File: config.mk
export PLATFORM = sky130hd
export DESIGN_NAME = cam_capture_ctrl_flat
export DESIGN_NICKNAME = d
export VERILOG_FILES = /design/src/rtl/cam_capture_ctrl_if.sv /design/src/rtl/cam_capture_ctrl.sv /design/src/flat_wrapper.sv
export SDC_FILE = /design/constraint.sdc
export NUM_CORES = 1
export LEC_CHECK = 0
export ABC_AREA = 1
export ABC_CLOCK_PERIOD_IN_PS = 4500
export BUFFER_PORTS_ARGS = -buffer_cell sky130_fd_sc_hd__buf_4
export CAP_MARGIN = 20
export CORE_AREA = 5 5 103 124
export DETAILED_ROUTE_END_ITERATION = 8
export DIE_AREA = 0 0 108 129
export PLACE_DENSITY = 0.71
export SYNTH_ARGS = -nofsm -noshare
export SYNTH_HDL_FRONTEND = slang
export SYNTH_SLANG_ARGS = --single-unit
File: constraint.sdc
create_clock -name cam_clk -period 4.5 [get_ports cam_clk]
set_clock_uncertainty 0.05 [all_clocks]
set_input_delay 0.675 -clock cam_clk [delete_from_list [all_inputs] [get_ports cam_clk]]
set_output_delay 0.675 -clock cam_clk [all_outputs]
set_load 0.02 [all_outputs]
File: src/rtl/cam_capture_ctrl_if.sv
`default_nettype none
// ----------------------------------------------------------------------------
// cam_capture_ctrl_if : capture command handshake (register block -> sequencer)
// Rev 1.0
// ----------------------------------------------------------------------------
interface cam_capture_ctrl_if #(
  parameter int FC_WIDTH = 8
);
  logic                cmd_vld;
  logic                cmd_rdy;
  logic [1:0]          cmd_op;
  logic [FC_WIDTH-1:0] cmd_num;

  modport master (output cmd_vld, output cmd_op, output cmd_num, input cmd_rdy);
  modport slave  (input cmd_vld, input cmd_op, input cmd_num, output cmd_rdy);
endinterface
`default_nettype wire

File: src/rtl/cam_capture_ctrl.sv
`default_nettype none
// ----------------------------------------------------------------------------
// cam_capture_ctrl : camera frame-capture sequencer (cam_clk domain)
// Rev 1.0
// ----------------------------------------------------------------------------
module cam_capture_ctrl #(
  parameter int FL_WIDTH = 23,
  parameter int FC_WIDTH = 8,
  parameter int TO_WIDTH = 24
) (
  input  wire logic                cam_clk,
  input  wire logic                cam_rst,
  cam_capture_ctrl_if.slave        cmd,
  input  wire logic [FL_WIDTH-1:0] frm_len_exp,
  input  wire logic [TO_WIDTH-1:0] timeout_cyc,
  input  wire logic                cam_vsync,
  input  wire logic                cam_vld,
  input  wire logic                cam_sof,
  input  wire logic                cam_eof,
  input  wire logic                err_clr,
  output logic                     en_cam,
  output logic                     busy,
  output logic                     frm_done,
  output logic [FC_WIDTH-1:0]      frm_cnt,
  output logic                     err_short,
  output logic                     err_long,
  output logic                     err_timeout
);

  localparam logic [1:0] c_OP_STOP   = 2'b00;
  localparam logic [1:0] c_OP_SINGLE = 2'b01;
  localparam logic [1:0] c_OP_BURST  = 2'b10;

  typedef enum logic [1:0] {S_IDLE = 2'd0, S_ARM = 2'd1, S_CAPT = 2'd2, S_WAIT_VS = 2'd3} state_t;

  state_t                r_state, w_state_nxt;
  logic                  r_vs_d1, r_en_cam, r_cont, r_done;
  logic                  r_err_short, r_err_long, r_err_to;
  logic [FC_WIDTH-1:0]   r_rem, r_frm_cnt;
  logic [FL_WIDTH-1:0]   r_bcnt;
  logic [TO_WIDTH-1:0]   r_to_cnt;

  logic                  w_vs_re, w_cmd_rdy, w_start, w_stop, w_cont_eff, w_last;
  logic                  w_en_nxt, w_cont_nxt, w_done_nxt;
  logic                  w_set_short, w_set_long, w_set_to;
  logic [FC_WIDTH-1:0]   w_rem_eff, w_rem_nxt, w_fcnt_nxt;
  logic [FL_WIDTH-1:0]   w_bcnt_inc, w_bcnt_nxt;
  logic [TO_WIDTH-1:0]   w_to_nxt;

  assign w_vs_re   = cam_vsync & ~r_vs_d1;
  assign w_cmd_rdy = (r_state == S_IDLE) | (cmd.cmd_op == c_OP_STOP);
  assign w_start   = cmd.cmd_vld & (r_state == S_IDLE) & (cmd.cmd_op != c_OP_STOP);
  assign w_stop    = cmd.cmd_vld & (r_state != S_IDLE) & (cmd.cmd_op == c_OP_STOP);
  assign cmd.cmd_rdy = w_cmd_rdy;

  always_ff @(posedge cam_clk or posedge cam_rst) begin
    if (cam_rst) r_state <= S_IDLE;
    else         r_state <= w_state_nxt;
  end

  always_comb begin
    // A STOP during capture turns the current frame into the last one.
    w_cont_eff  = r_cont & ~w_stop;
    w_rem_eff   = (w_stop && r_state == S_CAPT) ? FC_WIDTH'(1) : r_rem;
    w_last      = !w_cont_eff && (w_rem_eff == FC_WIDTH'(1));
    w_bcnt_inc  = (cam_sof ? '0 : r_bcnt) + FL_WIDTH'(cam_vld);
    w_state_nxt = r_state;
    w_en_nxt    = r_en_cam;
    w_rem_nxt   = w_rem_eff;
    w_cont_nxt  = w_cont_eff;
    w_bcnt_nxt  = r_bcnt;
    w_fcnt_nxt  = r_frm_cnt;
    w_done_nxt  = 1'b0;
    w_set_short = 1'b0;
    w_set_long  = 1'b0;
    w_set_to    = 1'b0;
    w_to_nxt    = '0;
    case (r_state)
      S_IDLE: begin
        if (w_start) begin
          w_state_nxt = S_ARM;
          w_en_nxt    = 1'b1;
          w_fcnt_nxt  = '0;
          w_cont_nxt  = (cmd.cmd_op != c_OP_SINGLE) && (cmd.cmd_op != c_OP_BURST);
          if (cmd.cmd_op == c_OP_SINGLE)     w_rem_nxt = FC_WIDTH'(1);
          else if (cmd.cmd_op == c_OP_BURST) w_rem_nxt = (cmd.cmd_num == '0) ? FC_WIDTH'(1) : cmd.cmd_num;
          else                               w_rem_nxt = '0;
        end
      end
      S_ARM: begin
        if (w_vs_re) begin
          w_state_nxt = S_CAPT;
          w_bcnt_nxt  = '0;
          w_en_nxt    = !w_last;
        end
      end
      S_CAPT: begin
        w_bcnt_nxt = w_bcnt_inc;
        if (cam_eof) begin
          w_done_nxt = 1'b1;
          w_fcnt_nxt = r_frm_cnt + FC_WIDTH'(1);
          if (!w_cont_eff) w_rem_nxt = w_rem_eff - FC_WIDTH'(1);
          if (w_bcnt_inc != frm_len_exp) w_set_long = 1'b1;
          if (!w_cont_eff && w_rem_nxt == '0) begin
            w_state_nxt = S_IDLE;
            w_en_nxt    = 1'b0;
          end else if (w_vs_re) begin
            // eof and the next VSYNC in one cycle: skip WAIT_VS entirely
            w_state_nxt = S_CAPT;
            w_bcnt_nxt  = '0;
            w_en_nxt    = w_cont_eff || (w_rem_nxt != FC_WIDTH'(1));
          end else begin
            w_state_nxt = S_WAIT_VS;
          end
        end else if (w_vs_re) begin
          w_set_short = 1'b1;
          w_bcnt_nxt  = '0;
          w_en_nxt    = !w_last;
        end
      end
      S_WAIT_VS: begin
        if (cam_vld) w_set_long = 1'b1;
        if (w_vs_re) begin
          w_state_nxt = S_CAPT;
          w_bcnt_nxt  = '0;
          w_en_nxt    = !w_last;
        end
      end
      default: w_state_nxt = S_IDLE;
    endcase
    if (w_stop) begin
      w_en_nxt = 1'b0;
      if (r_state != S_CAPT) w_state_nxt = S_IDLE;
    end
    if (r_state != S_IDLE && timeout_cyc != '0 && r_to_cnt == timeout_cyc) begin
      w_set_to    = 1'b1;
      w_en_nxt    = 1'b0;
      w_done_nxt  = 1'b0;
      w_fcnt_nxt  = r_frm_cnt;
      w_state_nxt = S_IDLE;
    end
    if (r_state != S_IDLE && w_state_nxt == r_state && !w_vs_re && !cam_vld)
      w_to_nxt = r_to_cnt + TO_WIDTH'(1);
  end

  always_ff @(posedge cam_clk or posedge cam_rst) begin
    if (cam_rst) begin
      r_vs_d1     <= 1'b0;
      r_en_cam    <= 1'b0;
      r_cont      <= 1'b0;
      r_done      <= 1'b0;
      r_rem       <= '0;
      r_frm_cnt   <= '0;
      r_bcnt      <= '0;
      r_to_cnt    <= '0;
      r_err_short <= 1'b0;
      r_err_long  <= 1'b0;
      r_err_to    <= 1'b0;
    end else begin
      r_vs_d1     <= cam_vsync;
      r_en_cam    <= w_en_nxt;
      r_cont      <= w_cont_nxt;
      r_done      <= w_done_nxt;
      r_rem       <= w_rem_nxt;
      r_frm_cnt   <= w_fcnt_nxt;
      r_bcnt      <= w_bcnt_nxt;
      r_to_cnt    <= w_to_nxt;
      r_err_short <= w_set_short | (r_err_short & ~err_clr);
      r_err_long  <= w_set_long  | (r_err_long  & ~err_clr);
      r_err_to    <= w_set_to    | (r_err_to    & ~err_clr);
    end
  end

  assign en_cam      = r_en_cam;
  assign busy        = (r_state != S_IDLE);
  assign frm_done    = r_done;
  assign frm_cnt     = r_frm_cnt;
  assign err_short   = r_err_short;
  assign err_long    = r_err_long;
  assign err_timeout = r_err_to;

endmodule
`default_nettype wire

File: src/flat_wrapper.sv
// flat-port wrapper written by rule: the top's interface ports become plain ports
module cam_capture_ctrl_flat 
#(
  parameter int FL_WIDTH = 23,
  parameter int FC_WIDTH = 8,
  parameter int TO_WIDTH = 24
)
  (cam_clk, cam_rst, frm_len_exp, timeout_cyc, cam_vsync, cam_vld, cam_sof, cam_eof, err_clr, en_cam, busy, frm_done, frm_cnt, err_short, err_long, err_timeout, cmd_cmd_vld, cmd_cmd_op, cmd_cmd_num, cmd_cmd_rdy);
  cam_capture_ctrl_if #(.FC_WIDTH(FC_WIDTH)) cmd_i ();
  input  wire logic cam_clk;
  input  wire logic cam_rst;
  input  wire logic [FL_WIDTH-1:0] frm_len_exp;
  input  wire logic [TO_WIDTH-1:0] timeout_cyc;
  input  wire logic cam_vsync;
  input  wire logic cam_vld;
  input  wire logic cam_sof;
  input  wire logic cam_eof;
  input  wire logic err_clr;
  output logic en_cam;
  output logic busy;
  output logic frm_done;
  output logic [FC_WIDTH-1:0] frm_cnt;
  output logic err_short;
  output logic err_long;
  output logic err_timeout;
  input wire logic [$bits(cmd_i.cmd_vld)-1:0] cmd_cmd_vld;
  input wire logic [$bits(cmd_i.cmd_op)-1:0] cmd_cmd_op;
  input wire logic [$bits(cmd_i.cmd_num)-1:0] cmd_cmd_num;
  output wire logic [$bits(cmd_i.cmd_rdy)-1:0] cmd_cmd_rdy;
  assign cmd_i.cmd_vld = cmd_cmd_vld;
  assign cmd_i.cmd_op = cmd_cmd_op;
  assign cmd_i.cmd_num = cmd_cmd_num;
  assign cmd_cmd_rdy = cmd_i.cmd_rdy;
  cam_capture_ctrl #(.FL_WIDTH(FL_WIDTH), .FC_WIDTH(FC_WIDTH), .TO_WIDTH(TO_WIDTH)) u_core (.cam_clk(cam_clk), .cam_rst(cam_rst), .cmd(cmd_i), .frm_len_exp(frm_len_exp), .timeout_cyc(timeout_cyc), .cam_vsync(cam_vsync), .cam_vld(cam_vld), .cam_sof(cam_sof), .cam_eof(cam_eof), .err_clr(err_clr), .en_cam(en_cam), .busy(busy), .frm_done(frm_done), .frm_cnt(frm_cnt), .err_short(err_short), .err_long(err_long), .err_timeout(err_timeout));
endmodule
# After elaboration in Yosys (flattened, before gate mapping)
# Index checks and enable logic that the tools add are counted.
# Widths: inputs -> output; s select.
# totals
input_bits,65
register_bits,72
out_inout_bits,15
# op_classes
eq_ne,18
bitwise,17
muxes,50
n_addsub,4
n_reduce_logical,27
# ops
cell,count
$mux 23,5
$mux 8,11
$pmux 23 s2,1
$pmux 8 s2,2
$add 24x1->24 const B,1
$eq 24x24->1,1
$mux 24,1
$reduce_bool 24->1,1
$add 23x1->23,1
$ne 23x23->1,1
$mux 1,20
$logic_not 8->1,2
$mux 2,7
$and 1x1->1,9
$logic_and 1x1->1,9
$add 8x1->8 const B,1
$eq 8x1->1 const B,1
$ne 8x1->1 const B,1
$reduce_bool 2->1,4
$sub 8x1->8 const B,1
$eq 2x2->1 const B,3
$ne 2x1->1 const B,3
$ne 2x2->1 const B,3
$ne 6x4->1 const B,1
other kinds (14),26

# Longest topological paths before layout
# depth
ltp_word,22
mapped_depth,20
depth_no_buf,19

# Least setup slack after synthesis
# Ideal clock, no wire load.
# synth_path
path_kind,input port to flip-flop
start,in cam_sof
end,reg u_core.r_err_long (netlist: u_core.err_long)
n_path_buf,2
arrival_time_ns,2.835
setup_ns,0.124
slack_ns,1.491
path_stages,19
t_required_ns,4.326
cell_sequence,clkbuf_1 > clkbuf_1 > nor2_1 > ha_1 > ha_1 > nand3_1 > inv_1 > nand2_1 > nor2_1 > xor2_1 > nand2_1 > nand2_1 > nand2_1 > nor2_1 > nand3_1 > nor2_1 > nand2_1 > nand2_1 > nand3_1
# synth_between
elab_chain_cells,7
# synth_lines
element,line_no,text
"start, declared",flat_wrapper.sv:16,input wire logic cam_sof;
$mux 23,cam_capture_ctrl.sv:66,w_bcnt_inc = (cam_sof ? '0 : r_bcnt) + FL_WIDTH'(cam_vld);
$add 23x1->23,cam_capture_ctrl.sv:66,
$ne 23x23->1,cam_capture_ctrl.sv:103,if (w_bcnt_inc != frm_len_exp) w_set_long = 1'b1;
$mux 1,cam_capture_ctrl.sv:103,
$mux 1,cam_capture_ctrl.sv:99,if (cam_eof) begin
$pmux 1 s2,cam_capture_ctrl.sv:78,case (r_state)
$or 1x1->1,cam_capture_ctrl.sv:169,r_err_long <= w_set_long | (r_err_long & ~err_clr);
"end signal, assigned",cam_capture_ctrl.sv:169,
"end, declared",cam_capture_ctrl.sv:38,"logic r_err_short, r_err_long, r_err_to;"
# Every way passes these cells.
# A chain may end at the register's enable or synchronous reset.

# Final worst setup path
# layout_path
start,in cmd_cmd_op[0]
end,reg u_core.r_to_cnt[23]
# layout_between
elab_chain_cells,21
word_cells_on_any_way,27
# layout_lines
element,line_no,text
"start, declared",flat_wrapper.sv:27,input wire logic [$bits(cmd_i.cmd_op)-1:0] cmd_cmd_op;
$logic_not 2->1,cam_capture_ctrl.sv:53,assign w_stop = cmd.cmd_vld & (r_state != S_IDLE) & (cmd.cmd_op == c_OP_STOP);
$and 1x1->1,cam_capture_ctrl.sv:53,
$logic_and 1x1->1,cam_capture_ctrl.sv:64,w_rem_eff = (w_stop && r_state == S_CAPT) ? FC_WIDTH'(1) : r_rem;
$mux 8,cam_capture_ctrl.sv:64,
$sub 8x1->8,cam_capture_ctrl.sv:102,if (!w_cont_eff) w_rem_nxt = w_rem_eff - FC_WIDTH'(1);
$mux 8,cam_capture_ctrl.sv:102,
$mux 8,cam_capture_ctrl.sv:99,
$mux 8,cam_capture_ctrl.sv:78,
[4 not listed],n/a,
$pmux 2 s3,cam_capture_ctrl.sv:78,
$mux 2,cam_capture_ctrl.sv:133,if (r_state != S_CAPT) w_state_nxt = S_IDLE;
$mux 2 *,cam_capture_ctrl.sv:131,if (w_stop) begin
$mux 2 *,cam_capture_ctrl.sv:135,if (r_state != S_IDLE && timeout_cyc != '0 && r_to_cnt == timeout_cyc) begin
$eq 2x2->1 *,cam_capture_ctrl.sv:142,if (r_state != S_IDLE && w_state_nxt == r_state && !w_vs_re && !cam_vld)
$logic_and 1x1->1 * (3 in a row),cam_capture_ctrl.sv:142,
$mux 24 *,cam_capture_ctrl.sv:142,
net u_core.w_to_nxt[23],cam_capture_ctrl.sv:48,logic [TO_WIDTH-1:0] w_to_nxt;
"end signal, assigned",cam_capture_ctrl.sv:167,r_to_cnt <= w_to_nxt;
"end, declared",cam_capture_ctrl.sv:41,logic [TO_WIDTH-1:0] r_to_cnt;
# The timed path passes the listed nets; every way through them passes the cells marked *. The select of a mux whose other input is x is not followed.

==> results by group <==
Route
  • ANT nets after route: 0
  • DR vias/cell: 5.44
  • Max layer used: met4
  • DR iter-0 viols: 315
  • Via count: 5471
  • M1 wire length: 6430 µm
  • DRC viols: 0
  • Length of routed met2 wiring: 8160 µm
  • Routed length per instance: 15.8 µm
  • DRT Pass-1 Iters: 6
  • WL final: 15800 µm
  • Met3 WL post-DR: 850 µm

Floorplanning
  • I/O pin count: 80
  • FP Rows: 43
  • Initial Util: 0.485
  • DIE WIDTH: 108 µm
  • Total die area: 13900 µm²
  • Core area: 11400 µm²
  • Chip Height: 129 µm

Power
  • Sequential Power Share: 0.307
  • Net Sw Power: 1.21 mW
  • Pint: 1.49 mW
  • Leak: 2.87 nW
  • Switching portion of total power: 0.448
  • Combinational Power Share: 0.456
  • PwrDens: 415 nW/µm²
  • Clock power share: 0.236
  • Maximum VDD drop: 273 µV

GRT
  • Largest net degree at the start of global routing: 41
  • Total grt overflow: 0
  • Initial antenna violation count: 0
  • First-pass GRT wire length: 26400 µm
  • Number of global-route vias before repair: 5538
  • GRT Util Overall: 0.238

STA
  • RSZ-0062 raised after global routing: false
  • Measured slew at the worst slew-check pin: 0.824 ns
  • Final hold violation count: 0
  • Max Clk Rate: 0.311 GHz
  • Fin crit period: 3.22 ns
  • Setup TNS: 0 ns
  • Relative slew slack: 0.449
  • Setup Viol. Count Final: 0
  • Pins Over Slew Limit: 0
  • Final period utilization: 0.714

Synthesis
  • Synth area leaders: dfrtp_1, nand2_1, inv_1, nor2_1, xor2_1
  • Yosys Warn Count: 0
  • Synth area leader: dfrtp_1
  • Synth Register Bits: 72
  • Cell variety after synth: 36
  • Ys flop type: dfrtp_1
  • Syn Inst Count: 764
  • Mapped Avg Cell Area: 7.24 µm²
  • Post-synthesis sequential area ratio: 0.326
  • Syn Std Cell Area: 5530 µm²
  • Async SR Flop Fraction: 1.00
  • Number of enable flip-flop cells after synthesis: 0
  • Top cell type's share of synthesized area: 0.326
  • Synthesized Nets: 838

Critical path
  • Slowest CP cell: ha_1
  • Crit-path cells: buf_4, inv_1, ha_1, nand2_1, inv_1, nand2_8, nand2_1, ha_1, nand2_1, nor2_2, nand2_1, nand2_2, nand2_2, nor2_2, nand4_1, nand2_1, nand2_1, nand2_2, nand2_4, nor3_1
  • Buffers plus inverters on the worst setup path: 3
  • Critical path startpoint category: input pin
  • CP max FO: 24
  • Critical path class: in2reg
  • CP required: 4.70 ns
  • Critical path capture point type: flop
  • CP Data Arrival Time: 3.41 ns
  • Most frequent CP cell: nand2_1
  • Delay-heaviest family, CP: simple AND/OR/NAND/NOR gates
  • CP peak stage delay: 0.27 ns

Cells and area
  • Nets: 920
  • Share of layout cells above drive strength 1: 0.198
  • Post-route design area: 6520 µm²
  • Number of fill cells: 1112
  • Antenna diodes: 0
  • Area grow syn2layout: 17.8%
  • Final core area utilization: 0.571

Placement
  • Placement Cell Area: 6260 µm²
  • RD Place Congestion: 0.969
  • DPL Wire Length: 12300 µm
  • # port buffers: 79

Worst hold path
  • Type of the worst min-delay path: in2reg

CTS
  • Clock slew at reported path FFs: 0.06 ns
  • Clk root buf: clkbuf_16
  • Hold Buf Count CTS: 0
  • H-tree Lvls: 3
  • Resize count post-CTS: 0
  • Postcts setup bufs: 0
  • Num CTS Buffers: 9
  • Clk sinks: 72
  • CTS tree: yes
  • Worst-Skew Late Latency: 0.34 ns
  • CTS Buffer Depth: 2

Run status
  • Status: finished clean

Job
  • # Max-Cap Violations: 0
cell type report:
| cell class | count | area [µm²] | share of cell area |
|---|---|---|---|
| Clock buffer | 10 | 229 | 0.0351 |
| Timing Repair Buffer | 82 | 616 | 0.0945 |
| Clock inverter | 3 | 22.5 | 0.00346 |
| Inverter | 113 | 427 | 0.0655 |
| Tap cell | 157 | 196 | 0.0302 |
| Sequential cell | 72 | 1800 | 0.277 |
| Multi-Input combinational cell | 568 | 3220 | 0.495 |
power by group through the flow:
stage | Clock [mW] | Sequential, mW | Combinational, mW
CTS | 0.651 | 0.829 | 1.23
global route | 0.675 | 0.841 | 1.36
global placement | 0 | 0.836 | 1.21
floorplan | 0 | 0.860 | 0.896
detailed placement | 0 | 0.837 | 1.22
finish | 0.639 | 0.831 | 1.23
Yosys cell counts, types with 10 or more instances:
cell type	n
dfrtp_1	72
inv_1	108
nand2_1	154
nand2_2	13
nand3_1	57
nand4_1	21
nor2_1	107
nor3_1	26
nor3_2	21
o21ai_0	25
o22ai_1	15
o22ai_2	10
xnor2_1	18
xor2_1	33
worst paths after layout:
kind,slack (ns),to,depth (start not counted),startpoint
worst min register to register,0.46,u_core.err_short,2,u_core.err_short
worst max-delay path,1.28,u_core.r_to_cnt[23],20,cmd_cmd_op[0]
worst max register to register,1.56,u_core.r_to_cnt[23],15,u_core.r_state[0]
min in group asynchronous,0.43,u_core.r_bcnt[22],2,cam_rst
max in group asynchronous,2.98,u_core.r_rem[1],3,cam_rst
worst min-delay path,0.41,u_core.r_vs_d1,1,cam_vsync
metal layers:
layer / vias to the layer above / global-route usage
li1: 2661 / -
met1: 2581 / 0.282
met2: 199 / 0.425
met3: 30 / 0.0376
met4: 0 / 0.102
met5: - / 0
worst reg2reg max path, cell delays in order, from the launching register on:
cell and delay (ns):
dfrtp_1 0.50, nor2_1 0.42, nor2_1 0.07, nor2_1 0.32, nor2_2 0.12, nand3_1 0.09, nand2_1 0.05, nand2_1 0.11
nand2_1 0.08, nor2_2 0.13, nand4_1 0.15, nand2_1 0.12, nand2_1 0.07, nand2_2 0.08, nand2_4 0.22, nor3_1 0.27
placed cells by master, fill, tap and decap left out, types with 10 or more instances in the layout:
master,synthesis,final
buf_4,0,82
o21ai_0,25,25
xnor2_1,18,18
o22ai_2,10,10
nand4_1,21,21
inv_1,108,107
xor2_1,33,33
o22ai_1,15,15
nand3_1,57,57
nor2_1,107,107
nand2_1,154,154
dfrtp_1,72,72
nor3_2,21,21
nor3_1,26,26
nand2_2,13,13
kinds of logic after synthesis:
group           share of synthesized area
simple gates                        0.386
buf+inv                            0.0914
xor+xnor                           0.0808
fa+ha+maj                          0.0204
flops                               0.326
compound gates                     0.0957
state kept, by name, indices dropped and copies added (netlist names):
register / count
u_core.err_long: 1
u_core.r_state: 2
u_core.r_rem: 8
u_core.r_to_cnt: 24
u_core.err_timeout: 1
u_core.frm_done: 1
u_core.r_bcnt: 23
u_core.en_cam: 1
u_core.r_cont: 1
u_core.frm_cnt: 8
u_core.err_short: 1
u_core.r_vs_d1: 1
per-stage QoR:
step,hold WS [ns],std cells,total power [mW],worst slack [ns]
final,0.408,1005,2.70,1.28
after CTS,0.397,1005,2.71,1.32
after floorplan,0.425,764,1.76,1.49
after global routing,0.406,1005,2.88,1.04
after global placement,0.463,992,2.05,1.10
after detailed placement,0.466,992,2.06,0.988
No activity file was read; power rests on OpenSTA's default activity.
